--- src/rtl/multicycle_ctrl_if.sv ---
// -----------------------------------------------------------------------------
// multicycle_ctrl_if
//
// Bundles everything that passes between the multicycle controller and the
// datapath/memory side. clk and rst stay plain ports on the modules.
//
// Parameters
//   OPW  opcode field width (only 6 is supported)
//   SW   width of the state debug output
//
// Signals
//   opcode     instruction-register opcode field       datapath -> ctrl
//   zero       ALU zero flag                           datapath -> ctrl
//   mem_ready  memory access completes this cycle      memory   -> ctrl
//   pc_en, ir_en, ab_en, alu_out_en, mdr_en            register enables
//   reg_we, mem_rd, mem_wr                             write/read strobes
//   iord, alu_src_a, reg_dst, mem_to_reg               1-bit mux selects
//   alu_src_b, alu_op, pc_src                          2-bit selects/ALU class
//   state      current controller state (debug)
//   illegal    one-cycle pulse on an unknown opcode
//
// Modports
//   master  the controller (drives the control outputs)
//   slave   the datapath/memory side (drives opcode, zero, mem_ready)
// -----------------------------------------------------------------------------
interface multicycle_ctrl_if #(
    parameter int unsigned OPW = 6,
    parameter int unsigned SW  = 4
);
    logic [OPW-1:0] opcode;
    logic           zero;
    logic           mem_ready;

    logic           pc_en;
    logic           ir_en;
    logic           ab_en;
    logic           alu_out_en;
    logic           mdr_en;
    logic           reg_we;
    logic           mem_rd;
    logic           mem_wr;
    logic           iord;
    logic           alu_src_a;
    logic           reg_dst;
    logic           mem_to_reg;
    logic [1:0]     alu_src_b;
    logic [1:0]     alu_op;
    logic [1:0]     pc_src;
    logic [SW-1:0]  state;
    logic           illegal;

    modport master (
        input  opcode, zero, mem_ready,
        output pc_en, ir_en, ab_en, alu_out_en, mdr_en,
        output reg_we, mem_rd, mem_wr,
        output iord, alu_src_a, reg_dst, mem_to_reg,
        output alu_src_b, alu_op, pc_src,
        output state, illegal
    );

    modport slave (
        output opcode, zero, mem_ready,
        input  pc_en, ir_en, ab_en, alu_out_en, mdr_en,
        input  reg_we, mem_rd, mem_wr,
        input  iord, alu_src_a, reg_dst, mem_to_reg,
        input  alu_src_b, alu_op, pc_src,
        input  state, illegal
    );
endinterface

--- src/rtl/multicycle_ctrl.sv ---
// -----------------------------------------------------------------------------
// multicycle_ctrl
//
// Main control FSM for a classic multicycle MIPS-style datapath. Control
// outputs are decoded from the current state (Moore), except that the enables
// tied to a memory access are qualified by mem_ready and pc_en in BRANCH
// follows the ALU zero flag.
//
// Parameters
//   OPW  opcode field width (only 6 is supported)
//   SW   width of the state debug output (>= 4)
//
// Ports
//   clk   system clock, rising edge
//   rst   asynchronous, active-low reset; forces FETCH immediately
//   bus   multicycle_ctrl_if.master: opcode/zero/mem_ready in, controls out
//
// Configuration
//   MULTICYCLE_HALT_EN  when defined, opcode 6'h3F decodes to a HALT state
//                       that drives all outputs 0 and is left only by reset.
//                       When undefined, 6'h3F is treated as illegal.
//
// State encodings: FETCH=0 DECODE=1 MEMADR=2 MEMRD=3 MEMWB=4 MEMWR=5 EXEC=6
//                  RWB=7 BRANCH=8 JUMP=9 ADDIEX=10 ADDIWB=11 HALT=12
// -----------------------------------------------------------------------------
module multicycle_ctrl #(
    parameter int unsigned OPW = 6,
    parameter int unsigned SW  = 4
) (
    input  logic              clk,
    input  logic              rst,
    multicycle_ctrl_if.master bus
);

    typedef enum logic [3:0] {
        StFetch  = 4'd0,
        StDecode = 4'd1,
        StMemAdr = 4'd2,
        StMemRd  = 4'd3,
        StMemWb  = 4'd4,
        StMemWr  = 4'd5,
        StExec   = 4'd6,
        StRwb    = 4'd7,
        StBranch = 4'd8,
        StJump   = 4'd9,
        StAddiEx = 4'd10,
`ifdef MULTICYCLE_HALT_EN
        StAddiWb = 4'd11,
        StHalt   = 4'd12
`else
        StAddiWb = 4'd11
`endif
    } state_e;

    localparam logic [OPW-1:0] OpRtype = OPW'(6'h00);
    localparam logic [OPW-1:0] OpLw    = OPW'(6'h23);
    localparam logic [OPW-1:0] OpSw    = OPW'(6'h2B);
    localparam logic [OPW-1:0] OpBeq   = OPW'(6'h04);
    localparam logic [OPW-1:0] OpJ     = OPW'(6'h02);
    localparam logic [OPW-1:0] OpAddi  = OPW'(6'h08);
`ifdef MULTICYCLE_HALT_EN
    localparam logic [OPW-1:0] OpHalt  = OPW'(6'h3F);
`endif

    state_e state_q, state_d;

    logic [OPW-1:0] op;
    assign op = bus.opcode;

    // Unmasked decode results; masked with rst before leaving the module.
    logic       pc_en_c, ir_en_c, ab_en_c, alu_out_en_c, mdr_en_c;
    logic       reg_we_c, mem_rd_c, mem_wr_c;
    logic       iord_c, alu_src_a_c, reg_dst_c, mem_to_reg_c;
    logic [1:0] alu_src_b_c, alu_op_c, pc_src_c;
    logic       illegal_c;

    // -------------------------------------------------------------------------
    // State register
    // -------------------------------------------------------------------------
    always_ff @(posedge clk or negedge rst) begin
        if (!rst) begin
            state_q <= StFetch;
        end else begin
            state_q <= state_d;
        end
    end

    // -------------------------------------------------------------------------
    // Next state and output decode
    // -------------------------------------------------------------------------
    always_comb begin
        state_d      = state_q;
        pc_en_c      = 1'b0;
        ir_en_c      = 1'b0;
        ab_en_c      = 1'b0;
        alu_out_en_c = 1'b0;
        mdr_en_c     = 1'b0;
        reg_we_c     = 1'b0;
        mem_rd_c     = 1'b0;
        mem_wr_c     = 1'b0;
        iord_c       = 1'b0;
        alu_src_a_c  = 1'b0;
        reg_dst_c    = 1'b0;
        mem_to_reg_c = 1'b0;
        alu_src_b_c  = 2'b00;
        alu_op_c     = 2'b00;
        pc_src_c     = 2'b00;
        illegal_c    = 1'b0;

        case (state_q)
            StFetch: begin
                // PC+4 computed alongside the instruction read; both registers
                // load only in the cycle the read completes.
                mem_rd_c    = 1'b1;
                alu_src_b_c = 2'b01;
                ir_en_c     = bus.mem_ready;
                pc_en_c     = bus.mem_ready;
                if (bus.mem_ready) begin
                    state_d = StDecode;
                end
            end

            StDecode: begin
                // Register read plus speculative branch target into ALUOut.
                ab_en_c      = 1'b1;
                alu_out_en_c = 1'b1;
                alu_src_b_c  = 2'b11;
                case (op)
                    OpRtype:    state_d = StExec;
                    OpLw, OpSw: state_d = StMemAdr;
                    OpBeq:      state_d = StBranch;
                    OpJ:        state_d = StJump;
                    OpAddi:     state_d = StAddiEx;
`ifdef MULTICYCLE_HALT_EN
                    OpHalt:     state_d = StHalt;
`endif
                    default: begin
                        illegal_c = 1'b1;
                        state_d   = StFetch;
                    end
                endcase
            end

            StMemAdr: begin
                alu_src_a_c  = 1'b1;
                alu_src_b_c  = 2'b10;
                alu_out_en_c = 1'b1;
                state_d      = (op == OpLw) ? StMemRd : StMemWr;
            end

            StMemRd: begin
                mem_rd_c = 1'b1;
                iord_c   = 1'b1;
                mdr_en_c = bus.mem_ready;
                if (bus.mem_ready) begin
                    state_d = StMemWb;
                end
            end

            StMemWb: begin
                reg_we_c     = 1'b1;
                mem_to_reg_c = 1'b1;
                state_d      = StFetch;
            end

            StMemWr: begin
                // Strobe stays high across a stall until memory accepts it.
                mem_wr_c = 1'b1;
                iord_c   = 1'b1;
                if (bus.mem_ready) begin
                    state_d = StFetch;
                end
            end

            StExec: begin
                alu_src_a_c  = 1'b1;
                alu_op_c     = 2'b10;
                alu_out_en_c = 1'b1;
                state_d      = StRwb;
            end

            StRwb: begin
                reg_we_c  = 1'b1;
                reg_dst_c = 1'b1;
                state_d   = StFetch;
            end

            StBranch: begin
                alu_src_a_c = 1'b1;
                alu_op_c    = 2'b01;
                pc_src_c    = 2'b01;
                pc_en_c     = bus.zero;
                state_d     = StFetch;
            end

            StJump: begin
                pc_src_c = 2'b10;
                pc_en_c  = 1'b1;
                state_d  = StFetch;
            end

            StAddiEx: begin
                alu_src_a_c  = 1'b1;
                alu_src_b_c  = 2'b10;
                alu_out_en_c = 1'b1;
                state_d      = StAddiWb;
            end

            StAddiWb: begin
                reg_we_c = 1'b1;
                state_d  = StFetch;
            end

`ifdef MULTICYCLE_HALT_EN
            StHalt: begin
                state_d = StHalt;
            end
`endif

            default: begin
                // Unreachable encodings recover to FETCH with outputs quiet.
                state_d = StFetch;
            end
        endcase
    end

    // -------------------------------------------------------------------------
    // Outputs. FETCH decodes mem_rd/pc_en/ir_en, so every output is gated by
    // rst to keep the datapath quiet while reset is held.
    // -------------------------------------------------------------------------
    assign bus.pc_en      = rst & pc_en_c;
    assign bus.ir_en      = rst & ir_en_c;
    assign bus.ab_en      = rst & ab_en_c;
    assign bus.alu_out_en = rst & alu_out_en_c;
    assign bus.mdr_en     = rst & mdr_en_c;
    assign bus.reg_we     = rst & reg_we_c;
    assign bus.mem_rd     = rst & mem_rd_c;
    assign bus.mem_wr     = rst & mem_wr_c;
    assign bus.iord       = rst & iord_c;
    assign bus.alu_src_a  = rst & alu_src_a_c;
    assign bus.reg_dst    = rst & reg_dst_c;
    assign bus.mem_to_reg = rst & mem_to_reg_c;
    assign bus.alu_src_b  = rst ? alu_src_b_c : 2'b00;
    assign bus.alu_op     = rst ? alu_op_c    : 2'b00;
    assign bus.pc_src     = rst ? pc_src_c    : 2'b00;
    assign bus.illegal    = rst & illegal_c;
    assign bus.state      = SW'(state_q);

endmodule

--- src/flat_wrapper.sv ---
// flat-port wrapper written by rule: the top's interface ports become plain ports
module multicycle_ctrl_flat 
#(
    parameter int unsigned OPW = 6,
    parameter int unsigned SW  = 4
)
  (clk, rst, bus_opcode, bus_zero, bus_mem_ready, bus_pc_en, bus_ir_en, bus_ab_en, bus_alu_out_en, bus_mdr_en, bus_reg_we, bus_mem_rd, bus_mem_wr, bus_iord, bus_alu_src_a, bus_reg_dst, bus_mem_to_reg, bus_alu_src_b, bus_alu_op, bus_pc_src, bus_state, bus_illegal);
  multicycle_ctrl_if #(.OPW(OPW), .SW(SW)) bus_i ();
  input  logic clk;
  input  logic rst;
  input wire logic [$bits(bus_i.opcode)-1:0] bus_opcode;
  input wire logic [$bits(bus_i.zero)-1:0] bus_zero;
  input wire logic [$bits(bus_i.mem_ready)-1:0] bus_mem_ready;
  output wire logic [$bits(bus_i.pc_en)-1:0] bus_pc_en;
  output wire logic [$bits(bus_i.ir_en)-1:0] bus_ir_en;
  output wire logic [$bits(bus_i.ab_en)-1:0] bus_ab_en;
  output wire logic [$bits(bus_i.alu_out_en)-1:0] bus_alu_out_en;
  output wire logic [$bits(bus_i.mdr_en)-1:0] bus_mdr_en;
  output wire logic [$bits(bus_i.reg_we)-1:0] bus_reg_we;
  output wire logic [$bits(bus_i.mem_rd)-1:0] bus_mem_rd;
  output wire logic [$bits(bus_i.mem_wr)-1:0] bus_mem_wr;
  output wire logic [$bits(bus_i.iord)-1:0] bus_iord;
  output wire logic [$bits(bus_i.alu_src_a)-1:0] bus_alu_src_a;
  output wire logic [$bits(bus_i.reg_dst)-1:0] bus_reg_dst;
  output wire logic [$bits(bus_i.mem_to_reg)-1:0] bus_mem_to_reg;
  output wire logic [$bits(bus_i.alu_src_b)-1:0] bus_alu_src_b;
  output wire logic [$bits(bus_i.alu_op)-1:0] bus_alu_op;
  output wire logic [$bits(bus_i.pc_src)-1:0] bus_pc_src;
  output wire logic [$bits(bus_i.state)-1:0] bus_state;
  output wire logic [$bits(bus_i.illegal)-1:0] bus_illegal;
  assign bus_i.opcode = bus_opcode;
  assign bus_i.zero = bus_zero;
  assign bus_i.mem_ready = bus_mem_ready;
  assign bus_pc_en = bus_i.pc_en;
  assign bus_ir_en = bus_i.ir_en;
  assign bus_ab_en = bus_i.ab_en;
  assign bus_alu_out_en = bus_i.alu_out_en;
  assign bus_mdr_en = bus_i.mdr_en;
  assign bus_reg_we = bus_i.reg_we;
  assign bus_mem_rd = bus_i.mem_rd;
  assign bus_mem_wr = bus_i.mem_wr;
  assign bus_iord = bus_i.iord;
  assign bus_alu_src_a = bus_i.alu_src_a;
  assign bus_reg_dst = bus_i.reg_dst;
  assign bus_mem_to_reg = bus_i.mem_to_reg;
  assign bus_alu_src_b = bus_i.alu_src_b;
  assign bus_alu_op = bus_i.alu_op;
  assign bus_pc_src = bus_i.pc_src;
  assign bus_state = bus_i.state;
  assign bus_illegal = bus_i.illegal;
  multicycle_ctrl #(.OPW(OPW), .SW(SW)) u_core (.clk(clk), .rst(rst), .bus(bus_i));
endmodule
--- config.mk ---
export PLATFORM = sky130hd
export DESIGN_NAME = multicycle_ctrl_flat
export DESIGN_NICKNAME = d
export VERILOG_FILES = /design/src/rtl/multicycle_ctrl_if.sv /design/src/rtl/multicycle_ctrl.sv /design/src/flat_wrapper.sv
export SDC_FILE = /design/constraint.sdc
export NUM_CORES = 1
export LEC_CHECK = 0
export CAP_MARGIN = 20
export CORE_AREA = 2 2 39 41
export CTS_CLUSTER_DIAMETER = 30
export CTS_CLUSTER_SIZE = 25
export DETAILED_ROUTE_END_ITERATION = 6
export DIE_AREA = 0 0 41 43
export DONT_BUFFER_PORTS = 1
export GPL_ROUTABILITY_DRIVEN = 0
export PLACE_DENSITY = 0.57
export SYNTH_ARGS = -nofsm -noshare
export SYNTH_HDL_FRONTEND = slang
export SYNTH_SLANG_ARGS = --single-unit
export TNS_END_PERCENT = 30
--- constraint.sdc ---
create_clock -name clk -period 2 [get_ports clk]
set_input_delay 0.2 -clock clk [delete_from_list [all_inputs] [get_ports clk]]
set_output_delay 0.2 -clock clk [all_outputs]
set_load 0.03 [all_outputs]
# --- Yosys cells after proc, flatten, opt, wreduce, memory -nomap -nowiden ---
# Index checks and enable logic that the tools add are counted.
word_totals:
  register_bits: 4
  inputBits: 10
op_classes:
  eq_ne: 19
  mux: 26
  n_bitwise: 13
  n_reduce_logical: 11
op_table:
  columns: ["cell", "n"]
  rows:
  - ["case mux 4 bit (7 select lines)", 1]
  - ["case mux 4 bit (5 select lines)", 1]
  - ["== test 4 x 3 -> 1 bit, second input constant", 4]
  - ["== test 4 bit, second input constant", 4]
  - ["bitwise AND 1 bit", 13]
  - ["two-way mux 1 bit", 13]
  - ["== test 6 bit, second input constant", 2]
  - ["two-way mux 4 bit", 3]
  - ["== test 4 x 2 -> 1 bit, second input constant", 2]
  - ["case mux 2 bit (2 select lines)", 2]
  - ["OR reduction 2 bit", 4]
  - ["OR reduction 4 bit", 2]
  - ["== test 6 x 2 -> 1 bit, second input constant", 1]
  - ["== test 6 x 3 -> 1 bit, second input constant", 1]
  - ["== test 6 x 4 -> 1 bit, second input constant", 1]
  - ["zero test 6 bit", 1]
  - ["two-way mux 2 bit", 3]
  - ["!= test 2 bit, second input constant", 3]
  - ["case mux 2 bit (3 select lines)", 1]
  - ["OR reduction 6 bit", 1]
  - ["== test 4 x 1 -> 1 bit, second input constant", 1]
  - ["zero test 4 bit", 1]
  - ["two-way mux 3 bit", 1]
  - ["case mux 1 bit (3 select lines)", 1]
  - ["2 further kinds", 2]

# --- Logic depth before layout (Yosys ltp) ---
logic_depth:
  depth_word: 5
  mapped_depth: 5

# --- Worst setup path after synthesis ---
# No wires, ideal clock.
synth_path:
  path_kind: "register -> output"
  from: "reg u_core.state_q[3] (netlist: u_core.bus.state[3])"
  to: "out bus_alu_src_a"
  t_arrival_ns: 2.479
  required_time_ns: 1.800
  slack_ns: -0.679
  stages_incl_launch_ff: 4
  path_cell_list: "dfrtp_1 -> clkbuf_1 -> clkbuf_1 -> a2111oi_0"
synth_via:
  elab_chain_cells: 4
  word_cells_on_any_way: 7
synth_lines:
  columns: ["item", "line", "text"]
  rows:
  - ["from (decl)", "multicycle_ctrl.sv:65", "state_e state_q, state_d;"]
  - ["from (signal assigned)", "multicycle_ctrl.sv:82", "state_q <= StFetch;"]
  - ["from (signal assigned)", "multicycle_ctrl.sv:84", "state_q <= state_d;"]
  - ["== test 4 bit, or another cell as far along", "multicycle_ctrl.sv:110", "case (state_q)"]
  - ["OR reduction 4 bit (no source line) (*)", null, null]
  - ["two-way mux 1 bit (*)", "multicycle_ctrl.sv:110", null]
  - ["bitwise AND 1 bit (*)", "multicycle_ctrl.sv:240", "assign bus.alu_src_a = rst & alu_src_a_c;"]
  - ["to (decl)", "flat_wrapper.sv:23", "output wire logic [$bits(bus_i.alu_src_a)-1:0] bus_alu_src_a;"]
# Every way passes the cells marked *; elsewhere a longest branch is shown, timed or not.

# --- Final worst setup path ---
layout_path:
  from: "reg u_core.state_q[1] (netlist: u_core.bus.state[1])"
  to: "out bus_pc_en"
layout_via:
  elab_chain_cells: 3
  word_cells_on_any_way: 5
layout_lines:
  columns: ["item", "line", "text"]
  rows:
  - ["== test 4 bit / zero test 4 bit (equally long branches)", "multicycle_ctrl.sv:110", null]
  - ["case mux 1 bit (3 select lines) (*)", "multicycle_ctrl.sv:110", null]
  - ["bitwise AND 1 bit (*)", "multicycle_ctrl.sv:231", "assign bus.pc_en = rst & pc_en_c;"]
  - ["to (decl)", "flat_wrapper.sv:14", "output wire logic [$bits(bus_i.pc_en)-1:0] bus_pc_en;"]
# Marks and branches as above.

==> summary.txt <==
Outcome: complete, no violations
Crit path kind: flip-flop to output pin
Post-CTS Resized: 0
#FFs+latches synth: 4
CP delay by family, top: flip-flops
Leakage: 0.349 nW
Clock transition at path regs: 0.04 ns
Adder-cell share of the synthesized area: 0.0175
Detailed placer's ending HPWL: 1270 um
Clock sinks: 4
Initial Util: 0.412
Most used DFF post-synth: dfrtp_1
Die width: 41 um
Syn Inst Count: 86
Number of antenna violations at the first check in global routing: 0
PnR Total Power: 0.647 mW
Final TNS setup: 0 ns
Crit path max fanout: 13
Post-CTS Repair Setup Buffers: 0
Synth top area cells: dfrtp_1 (18%), nor2_1 (11%), nor3_1 (6.1%), a21oi_1 (4.4%), o21ai_0 (4.4%)
Total length of routed wires: 1640 um
Synth top area share: 0.175
Number of global-route vias before repair: 603
Critical Path AT: 1.59 ns
Post-route cell area: 779 um2
Critical Path Start Type: flip-flop
Critical path's slowest cell: dfrtp_1
Synth-to-layout area growth: 36.6%
Total Nets Final: 120
Unrepaired setup endpoints after global routing: false
CP bufs+invs: 0
Final ANT Viol Nets: 0
CTS tree: built
Most used standard cell by instance count after synthesis: nor2_1
Fin crit period: 1.79 ns
# setup viols final: 0
Avg Cell Area, Syn: 6.63 um2
CP peak stage delay: 0.60 ns
Syn nets: 96
Fin. max-slew vios: 0
Largest net degree at the start of global routing: 17
Final worst-path cycle share: 0.896
Post-Synth Simple-Gate Area: 0.408
Via count: 736
First-pass GRT wire length: 2540 um
GRT Overall Usage: 0.204
Per-cell routed wire length: 13.2 um
Largest family of logic cells by synthesized area: simple AND/OR/NAND/NOR gates
Die height: 43 um
Die area: 1760 um2
Post-synthesis mux area share: 0.0175
Drt first pass iters: 4
Initial DRC count: 22
Root Buffer: clkbuf_4
Skew-Pair Late Insertion Delay: 0.24 ns
Slew headroom: 0.714
Compound-Gate Fraction of Synth Area: 0.263
Max reg flops: 4
Synth cell types: 36
Fin. Hold Viols: 0
CP Cell Sequence: nand2b_1, nor2_1, a211o_1
Cell Area, Synth: 571 um2
Via density: 5.94
Post-synth top area cell: dfrtp_1
Total number of yosys warnings: 0
Row cnt: 14
Post-route clock skew: 0.00141 ns
Buffers on Ports: 0
Max clock buf depth: 2
Worst Path Required: 1.80 ns
Core region area: 1380 um2
Max_cap viols: 0
Post-synthesis xor/xnor area fraction: 0.0461
Synth async-reset ratio: 1.00
ANT cells: 0
Number of enable flip-flop cells after synthesis: 0
Tightest Pin Transition: 0.429 ns
Share of post-route cells with drive strength above 1: 0.278
DRC: 0
Seq/Total Area, Yosys: 0.175
FMAX: 0.558 GHz
GR Overflow Total: 0
Placed inst area: 747 um2
CP Capture Type: output pin
Num ports: 33
H-tree levels: 1
Min-delay worst type: input pin to flip-flop
CTS buffer count: 3
PwrDens: 830 nW/um2
Final hold slack: 0.200 ns
Top post-synthesis cells by count: nor2_1 (16), nor3_1 (7)
Max IR drop VDD: 0.000342 V
-- cells by family after synthesis --
family          count (synthesis)
simple gates                   44
buf+inv                        10
fa+ha+maj                       1
flops                           4
compound gates                 23
mux                             1
xor+xnor                        3
-- power by group --
group          total, mW  switching (mW)  internal (mW)  leakage (nW)
Combinational      0.424           0.276          0.147         0.281
Clock              0.102          0.0348         0.0672        0.0138
Sequential         0.122          0.0262         0.0954        0.0537
Total              0.647           0.337          0.310         0.349
-- placed cells by master (no fill, tap or decap), types with 2 or more instances in the layout --
| cell | instances |
|---|---|
| o21ai_0 | 5 |
| o32ai_1 | 2 |
| a21oi_1 | 5 |
| nand2b_1 | 3 |
| xnor2_1 | 2 |
| nor3_1 | 7 |
| buf_4 | 23 |
| clkbuf_4 | 3 |
| inv_1 | 5 |
| dfrtp_1 | 4 |
| nor2_1 | 16 |
| a31oi_1 | 2 |
| and3_1 | 3 |
| nand2_1 | 5 |
-- worst register-to-register path, delay by kind of cell (launching register included) --
family,cells,cell delay (ns)
DFF,1,0.52
and+or+nand+nor,2,0.73
AOI/OAI and AO/OA,2,0.32
-- stage by stage --
stage / setup WS [ns] / utilization / std cells
2_1_floorplan: -0.247 / - / 86
3_3_place_gp: 0.406 / 0.540 / 120
3_5_place_dp: 0.355 / 0.540 / 120
4_1_cts: 0.201 / 0.563 / 124
5_1_grt: 0.118 / 0.563 / 124
6_report: 0.208 / 0.563 / 124
-- repair_timing --
| action | 4_1_cts | 5_1_grt |
|---|---|---|
| setup endpoints to repair | 0 | 0 |
| hold endpoints to repair | 4 | 0 |
| hold buffers | 1 | 0 |
-- layout make-up --
cell class,count,area [um2]
multi-input combinational,72,435
clock buffer,3,22.5
inverter,5,18.8
sequential,4,100
fill,136,604
timing repair buffer,24,183
tap,16,20.0
-- worst paths after layout --
| path | start | slack, ns | cells past startpoint | endpoint |
|---|---|---|---|---|
| max | u_core.bus.state[1] | 0.21 | 3 | bus_pc_en |
| min | bus_opcode[4] | 0.20 | 3 | u_core.bus.state[3] |
| max reg2reg | u_core.bus.state[1] | 0.32 | 4 | u_core.bus.state[1] |
| min reg2reg | u_core.bus.state[2] | 0.71 | 2 | u_core.bus.state[3] |
| max in group asynchronous | rst | 1.58 | 1 | u_core.bus.state[3] |
| min in group asynchronous | rst | 0.24 | 1 | u_core.bus.state[1] |
-- metal layers --
layer | GRT usage | up-vias | wire length [um]
met5 | 0 | - | 0
met4 | 0.0800 | 0 | 22
met3 | 0.0471 | 3 | 124
met2 | 0.316 | 32 | 803
met1 | 0.261 | 340 | 688
li1 | - | 361 | -
(Power assumes the default switching activity.)
